==> config.mk <==
export PLATFORM = sky130hd
export DESIGN_NAME = hazard_scheduler
export DESIGN_NICKNAME = d
export VERILOG_FILES = /design/src/rtl/hazard_scheduler.sv
export SDC_FILE = /design/constraint.sdc
export NUM_CORES = 1
export LEC_CHECK = 0
export ABC_AREA = 1
export ABC_CLOCK_PERIOD_IN_PS = 1490
export CAP_MARGIN = 20
export CORE_MARGIN = 8
export CORE_UTILIZATION = 37
export CTS_CLUSTER_SIZE = 10
export DETAILED_ROUTE_END_ITERATION = 8
export GPL_ROUTABILITY_DRIVEN = 0
export HOLD_SLACK_MARGIN = 0.15
export PLACE_DENSITY = 0.78
export SLEW_MARGIN = 20
export SYNTH_ARGS = -nofsm -noshare
export SYNTH_HDL_FRONTEND = slang
export SYNTH_SLANG_ARGS = --single-unit
==> constraint.sdc <==
create_clock -name clk -period 1.49 [get_ports clk]
set_input_delay 0.2235 -clock clk [delete_from_list [all_inputs] [get_ports clk]]
set_output_delay 0.2235 -clock clk [all_outputs]
set_load 0.005 [all_outputs]
==> src/rtl/hazard_scheduler.sv <==
// hazard_scheduler: per-stage flush/stall, EX forwarding selects and data-memory sequencing for the 5-stage core.
// Optional feature macro HAZARD_STALL_CNT_EN adds a saturating 32-bit stall_cycles counter output.

package hazard_scheduler_pkg;
    typedef struct packed {
        logic flush;
        logic stall;
    } stage_ctrl_t;

    typedef struct packed {
        stage_ctrl_t fetch;    // PC register
        stage_ctrl_t decode;   // F/D register
        stage_ctrl_t execute;  // D/E register
        stage_ctrl_t memory;   // E/M register
    } hazard_data_t;

    typedef enum logic [1:0] {
        ST_RUN   = 2'd0,
        ST_DWAIT = 2'd1,
        ST_ERR   = 2'd2
    } sched_state_e;
endpackage

module hazard_scheduler
    import hazard_scheduler_pkg::*;
#(
    parameter int MAX_WAIT = 64,
    parameter int CNT_W    = 8
) (
    input  logic         clk,
    input  logic         reset_n,
    input  logic [4:0]   d_rs,
    input  logic [4:0]   d_rt,
    input  logic [4:0]   e_rs,
    input  logic [4:0]   e_rt,
    input  logic [4:0]   e_write_reg,
    input  logic         e_mem_to_reg,
    input  logic [4:0]   m_write_reg,
    input  logic         m_reg_write,
    input  logic [4:0]   w_write_reg,
    input  logic         w_reg_write,
    input  logic         m_mem_read,
    input  logic         m_mem_write,
    input  logic         m_branch_taken,
    input  logic         d_jump,
    input  logic         imem_busy,
    input  logic         dresp_valid,
    output logic         dreq_valid,
    output hazard_data_t hazard,
    output logic [1:0]   forward_a,
    output logic [1:0]   forward_b,
    output logic         mem_err,
`ifdef HAZARD_STALL_CNT_EN
    output logic [31:0]  stall_cycles,
`endif
    output logic [1:0]   dbg_state
);

    // Data-memory handshake: dreq_valid rises when the MEM-stage access is issued and
    // stays high until the cycle dresp_valid is seen; that cycle completes the access.

    sched_state_e state_q, state_d;
    logic [CNT_W-1:0] cnt_q, cnt_d;
    logic redirect_q, redirect_d;

    hazard_data_t haz_raw;
    hazard_data_t haz_res;
    logic dreq_raw;
    logic mem_req;
    logic load_use;
    logic [1:0] fwd_a_raw;
    logic [1:0] fwd_b_raw;

    assign mem_req  = m_mem_read | m_mem_write;
    assign load_use = e_mem_to_reg && (e_write_reg != 5'd0) &&
                      ((e_write_reg == d_rs) || (e_write_reg == d_rt));

    // MEM result is younger than WB, so it takes priority.
    always_comb begin
        fwd_a_raw = 2'b00;
        if (m_reg_write && (m_write_reg != 5'd0) && (m_write_reg == e_rs)) begin
            fwd_a_raw = 2'b10;
        end else if (w_reg_write && (w_write_reg != 5'd0) && (w_write_reg == e_rs)) begin
            fwd_a_raw = 2'b01;
        end
    end

    always_comb begin
        fwd_b_raw = 2'b00;
        if (m_reg_write && (m_write_reg != 5'd0) && (m_write_reg == e_rt)) begin
            fwd_b_raw = 2'b10;
        end else if (w_reg_write && (w_write_reg != 5'd0) && (w_write_reg == e_rt)) begin
            fwd_b_raw = 2'b01;
        end
    end

    always_comb begin
        state_d    = state_q;
        cnt_d      = cnt_q;
        redirect_d = redirect_q;
        haz_raw    = '0;
        dreq_raw   = 1'b0;

        case (state_q)
            ST_RUN: begin
                dreq_raw = mem_req;
                if (mem_req && !dresp_valid) begin
                    haz_raw.fetch.stall   = 1'b1;
                    haz_raw.decode.stall  = 1'b1;
                    haz_raw.execute.stall = 1'b1;
                    haz_raw.memory.stall  = 1'b1;
                    state_d = ST_DWAIT;
                    cnt_d   = '0;
                end else begin
                    if (m_branch_taken) begin
                        haz_raw.decode.flush  = 1'b1;
                        haz_raw.execute.flush = 1'b1;
                        haz_raw.memory.flush  = 1'b1;
                        if (imem_busy) begin
                            redirect_d = 1'b1;
                        end
                    end else if (load_use) begin
                        haz_raw.fetch.stall   = 1'b1;
                        haz_raw.decode.stall  = 1'b1;
                        haz_raw.execute.flush = 1'b1;
                    end else if (d_jump) begin
                        haz_raw.decode.flush = 1'b1;
                    end else if (imem_busy) begin
                        haz_raw.fetch.stall  = 1'b1;
                        haz_raw.decode.flush = 1'b1;
                    end
                    // The word fetched while the redirect was pending is from the wrong path.
                    if (redirect_q && !imem_busy) begin
                        haz_raw.fetch.flush = 1'b1;
                        redirect_d = 1'b0;
                    end
                end
            end
            ST_DWAIT: begin
                dreq_raw = 1'b1;
                haz_raw.fetch.stall   = 1'b1;
                haz_raw.decode.stall  = 1'b1;
                haz_raw.execute.stall = 1'b1;
                haz_raw.memory.stall  = 1'b1;
                if (dresp_valid) begin
                    state_d = ST_RUN;
                end else if (cnt_q == CNT_W'(MAX_WAIT - 1)) begin
                    state_d = ST_ERR;
                end else begin
                    cnt_d = cnt_q + 1'b1;
                end
            end
            ST_ERR: begin
                haz_raw.fetch.stall   = 1'b1;
                haz_raw.decode.stall  = 1'b1;
                haz_raw.execute.stall = 1'b1;
                haz_raw.memory.stall  = 1'b1;
            end
            default: begin
                state_d = ST_RUN;
            end
        endcase
    end

    // A flushed stage must not also hold its stale contents.
    always_comb begin
        haz_res = haz_raw;
        haz_res.fetch.stall   = haz_raw.fetch.stall   & ~haz_raw.fetch.flush;
        haz_res.decode.stall  = haz_raw.decode.stall  & ~haz_raw.decode.flush;
        haz_res.execute.stall = haz_raw.execute.stall & ~haz_raw.execute.flush;
        haz_res.memory.stall  = haz_raw.memory.stall  & ~haz_raw.memory.flush;
    end

    always_ff @(posedge clk or negedge reset_n) begin
        if (!reset_n) begin
            state_q    <= ST_RUN;
            cnt_q      <= '0;
            redirect_q <= 1'b0;
        end else begin
            state_q    <= state_d;
            cnt_q      <= cnt_d;
            redirect_q <= redirect_d;
        end
    end

    assign hazard     = reset_n ? haz_res   : '0;
    assign dreq_valid = reset_n ? dreq_raw  : 1'b0;
    assign forward_a  = reset_n ? fwd_a_raw : 2'b00;
    assign forward_b  = reset_n ? fwd_b_raw : 2'b00;
    assign mem_err    = (state_q == ST_ERR);
    assign dbg_state  = state_q;

`ifdef HAZARD_STALL_CNT_EN
    logic [31:0] stall_cnt_q, stall_cnt_d;
    logic any_stall;

    assign any_stall = haz_res.fetch.stall | haz_res.decode.stall |
                       haz_res.execute.stall | haz_res.memory.stall;

    always_comb begin
        stall_cnt_d = stall_cnt_q;
        if (any_stall && (stall_cnt_q != 32'hFFFF_FFFF)) begin
            stall_cnt_d = stall_cnt_q + 32'd1;
        end
    end

    always_ff @(posedge clk or negedge reset_n) begin
        if (!reset_n) begin
            stall_cnt_q <= '0;
        end else begin
            stall_cnt_q <= stall_cnt_d;
        end
    end

    assign stall_cycles = stall_cnt_q;
`endif

endmodule

==> reports/results.txt <==
After detailed routing, the total wire length is 5460 µm. For the worst setup path, the data arrival time is 1670 ps. The initial cell density of the core came out at 39.1%. The worst setup path is launched from a flip-flop.

For this block, the via count after detailed routing is 1786. The run gives -401 ps as the slack of the critical path. Entering global routing, the biggest net connects 12 pins. Number of DRC violations after detailed routing: 0. Power spread over the standard cell area amounts to 1190 nW/µm².

62 I/O pins were placed. Once layout is done, the placed cells without fillers occupy 2520 µm². The clock passes through at most 2 buffers. The first global-routing pass estimated 8080 µm of wire. The logs give 2250 µm² for the post-placement cell area and 280 ps for the clock latency at the later pin of the worst-skew pair. Once detail routing completed, the nets flagged for antenna violations numbered 0.

The number of placed instances, taps included, is 353. Of the cells placed in the final design, the portion with a size suffix greater than 1 is 43.8%. The hold violation count in the final report was 0; the total number of placement rows was 21. The count of cells in the finished layout, fillers not included, comes to 366. The worst path needs 1890 ps of the cycle, external delays included.

TritonCTS built the clock tree. For the clock sink count, the log shows 11. The area growth from synthesis to layout is 90.4%. After legalization and detailed placement, the total HPWL measured 3600 µm. Across the run, the number of max-cap violations was 0.

The checks that failed: negative setup slack. The run gives 0 as the number of antenna repair diodes. The count of buffers added on input and output ports is 61.

The logs give 74.5% for the post-route core utilization and 4 for the number of iterations in the first detailed-routing pass. The leakage power total is 1.34 nW, and the die extent in x is 75.9 µm. The CTS buffer count was 3. The die outline area was 5760 µm²; the synthesis-stage register bit count was 11.

The total standard cell area after synthesis was 1330 µm²; the overall die height was 75.9 µm. Of all cell types, the one taking the most synthesized area is dfrtp_1. The worst setup path is of the flip-flop to output port kind. Hold is met by 533 ps. Max-slew violation count: 0.

Setup repair after global routing could not meet its margin everywhere. In this run, the number of DRC markers left after iteration 0 of detailed routing was 59. Ratio of final minimum period to clock period: 127%.

The highest ir drop seen on vdd was 755 µV. Of the post-synthesis cell area, the dominant cell type holds 20.8%. Yosys attributes the largest share of cell area to dfrtp_1 21%, nand2_1 15%, inv_1 11%.

The total negative slack is -4000 ps. Maximum level of the CTS H-tree: 1. STA classifies the critical path endpoint as an output port. Global routing used 18.1% of the available tracks.

The final net count came out at 372. In this run the worst path has a maximum fanout of 5. The per-cell routed wire length works out to 14.9 µm. The logs give 529 MHz for the top achievable clock speed and 82.3% for the worst relative slew slack. After clock tree synthesis, the clock-pin slew on the worst setup and hold paths is 70 ps. Yosys printed 0 warnings. The tools report the number of global-route vias before repair as 1809. The flow ran to the end, but the final reports show violations. The logs give 1270 ps for the data required time at the worst endpoint and 3390 µm² for the floorplan core area. The tools report the part of the Yosys area used for sequential elements as 20.8%. At the pin with the least slew margin, the transition time is 263 ps. Root buffer cell: clkbuf_4. Final number of setup-violating endpoints: 21.

Path class of the lowest-slack min-delay path: flip-flop to flip-flop. The post-synthesis area per instance is 6.23 µm², and the final setup skew is 8.46 ps. After detailed routing, the number of vias per cell comes to 4.88.

Counting every instance in the synthesized netlist gives 213. Global routing finished with a remaining overflow of 0. The run gives 0 as the number of antenna violations at the first check in global routing. The number of different library cells used by synthesis comes to 27.

The number of nets in the synthesized netlist is 264.
registers in the layout (all words and copies together), names as in the netlist:
name,flops
redirect_q,1
cnt_q,8
dbg_state,2
area by class of cell:
| type | instances | area, µm² |
|---|---|---|
| clock buffers | 4 | 26.3 |
| fillers | 259 | 865 |
| inverters | 39 | 156 |
| multi-input cells | 161 | 1170 |
| flip-flops and latches | 11 | 275 |
| well taps | 46 | 57.6 |
| repair buffers | 105 | 843 |
metrics by stage:
stage               total power, W  worst slack [ps]
floorplan                  0.00112             -63.2
global placement           0.00202              -748
detailed placement         0.00203              -808
CTS                        0.00251              -376
global route               0.00320              -493
finish                     0.00300              -401
per-layer routing:
metal	share of wire, %	global-route usage (%)	up-vias
met3	7.4	3.03	10
met2	49	32.6	71
met1	42	21.7	829
met5	0	0	-
met4	1.6	3.62	0
li1	-	-	876
kinds of logic after synthesis:
kind of cell	after synthesis	synth area share, %
AND/OR/NAND/NOR	110	37.2
buffers and inverters	41	11.9
XOR/XNOR	26	17.2
AO/OA/AOI/OAI	20	8.30
flip-flops	11	20.8
adder cells (fa/ha/maj)	5	4.72
power breakdown:
group	switching (W)	total, W	internal (W)
Clock	0.000102	0.000206	0.000104
Sequential	0.0000570	0.000419	0.000362
Combinational	0.00121	0.00237	0.00116
Total	0.00137	0.00300	0.00163
critical path, cell delays in order (launching register included):
cell and delay [ps]:
dfrtp_1 400, inv_2 80, ha_4 170, buf_6 130
nand2_8 100, nor2_4 60, nor4_4 220, nand2_1 70
inv_1 50, buf_2 110
Yosys cell counts:
cell	number
xnor2_1	13
o22ai_1	1
dfrtp_1	11
xor2_1	13
nor4_2	1
nand3b_1	1
or2_2	2
inv_4	1
o21ai_2	1
clkbuf_1	1
nand3_1	14
o21ai_0	8
o21ai_1	3
nor2_1	28
nand4_1	5
nand3_4	1
nor2_2	1
a31oi_1	1
nand3_2	1
nand2_1	52
nor4_1	2
nand2_2	2
o41ai_1	1
buf_2	1
a21oi_1	5
inv_1	38
ha_1	5
path summary, 6_finish.rpt:
check / startpoint / to / slack (ps) / cells past startpoint
setup / recovery: dbg_state[0]$_DFFE_PN0P_ / hazard[2] / -400 / 9
hold / removal: cnt_q[4]$_DFFE_PN0P_ / cnt_q[4]$_DFFE_PN0P_ / 530 / 2
setup reg to reg: dbg_state[0]$_DFFE_PN0P_ / cnt_q[6]$_DFFE_PN0P_ / -120 / 11
hold reg to reg: cnt_q[4]$_DFFE_PN0P_ / cnt_q[4]$_DFFE_PN0P_ / 530 / 2
max in group asynchronous: reset_n / cnt_q[4]$_DFFE_PN0P_ / 750 / 3
min in group asynchronous: reset_n / redirect_q$_DFFE_PN0P_ / 580 / 3
layout by cell type, fill, tap and decap left out, drive strengths merged:
| master | count |
|---|---|
| clkdlybuf4s15 | 1 |
| clkbuf | 12 |
| nand4 | 5 |
| nand3b | 1 |
| nor2 | 29 |
| clkdlybuf4s50 | 12 |
| o21ai | 12 |
| dfrtp | 11 |
| a31oi | 1 |
| o22ai | 1 |
| buf | 67 |
| nand3 | 16 |
| o41ai | 1 |
| xor2 | 13 |
| dlymetal6s2s | 3 |
| nor4 | 3 |
| dlygate4sd3 | 1 |
| nand2 | 54 |
| dlygate4sd2 | 13 |
| or2 | 2 |
| xnor2 | 13 |
| a21oi | 5 |
| inv | 39 |
| ha | 5 |
timing repair:
action / CTS / global route
buffers inserted: 6 / 5
hold buffers: 1 / 0
endpoints found under the setup margin: 22 / 24
gates resized for setup: 151 / 83
pin swaps: 33 / 41
endpoints found under the hold margin: 11 / 0
gates cloned: 0 / 0
Note: power is estimated with default switching activity, not from simulation.
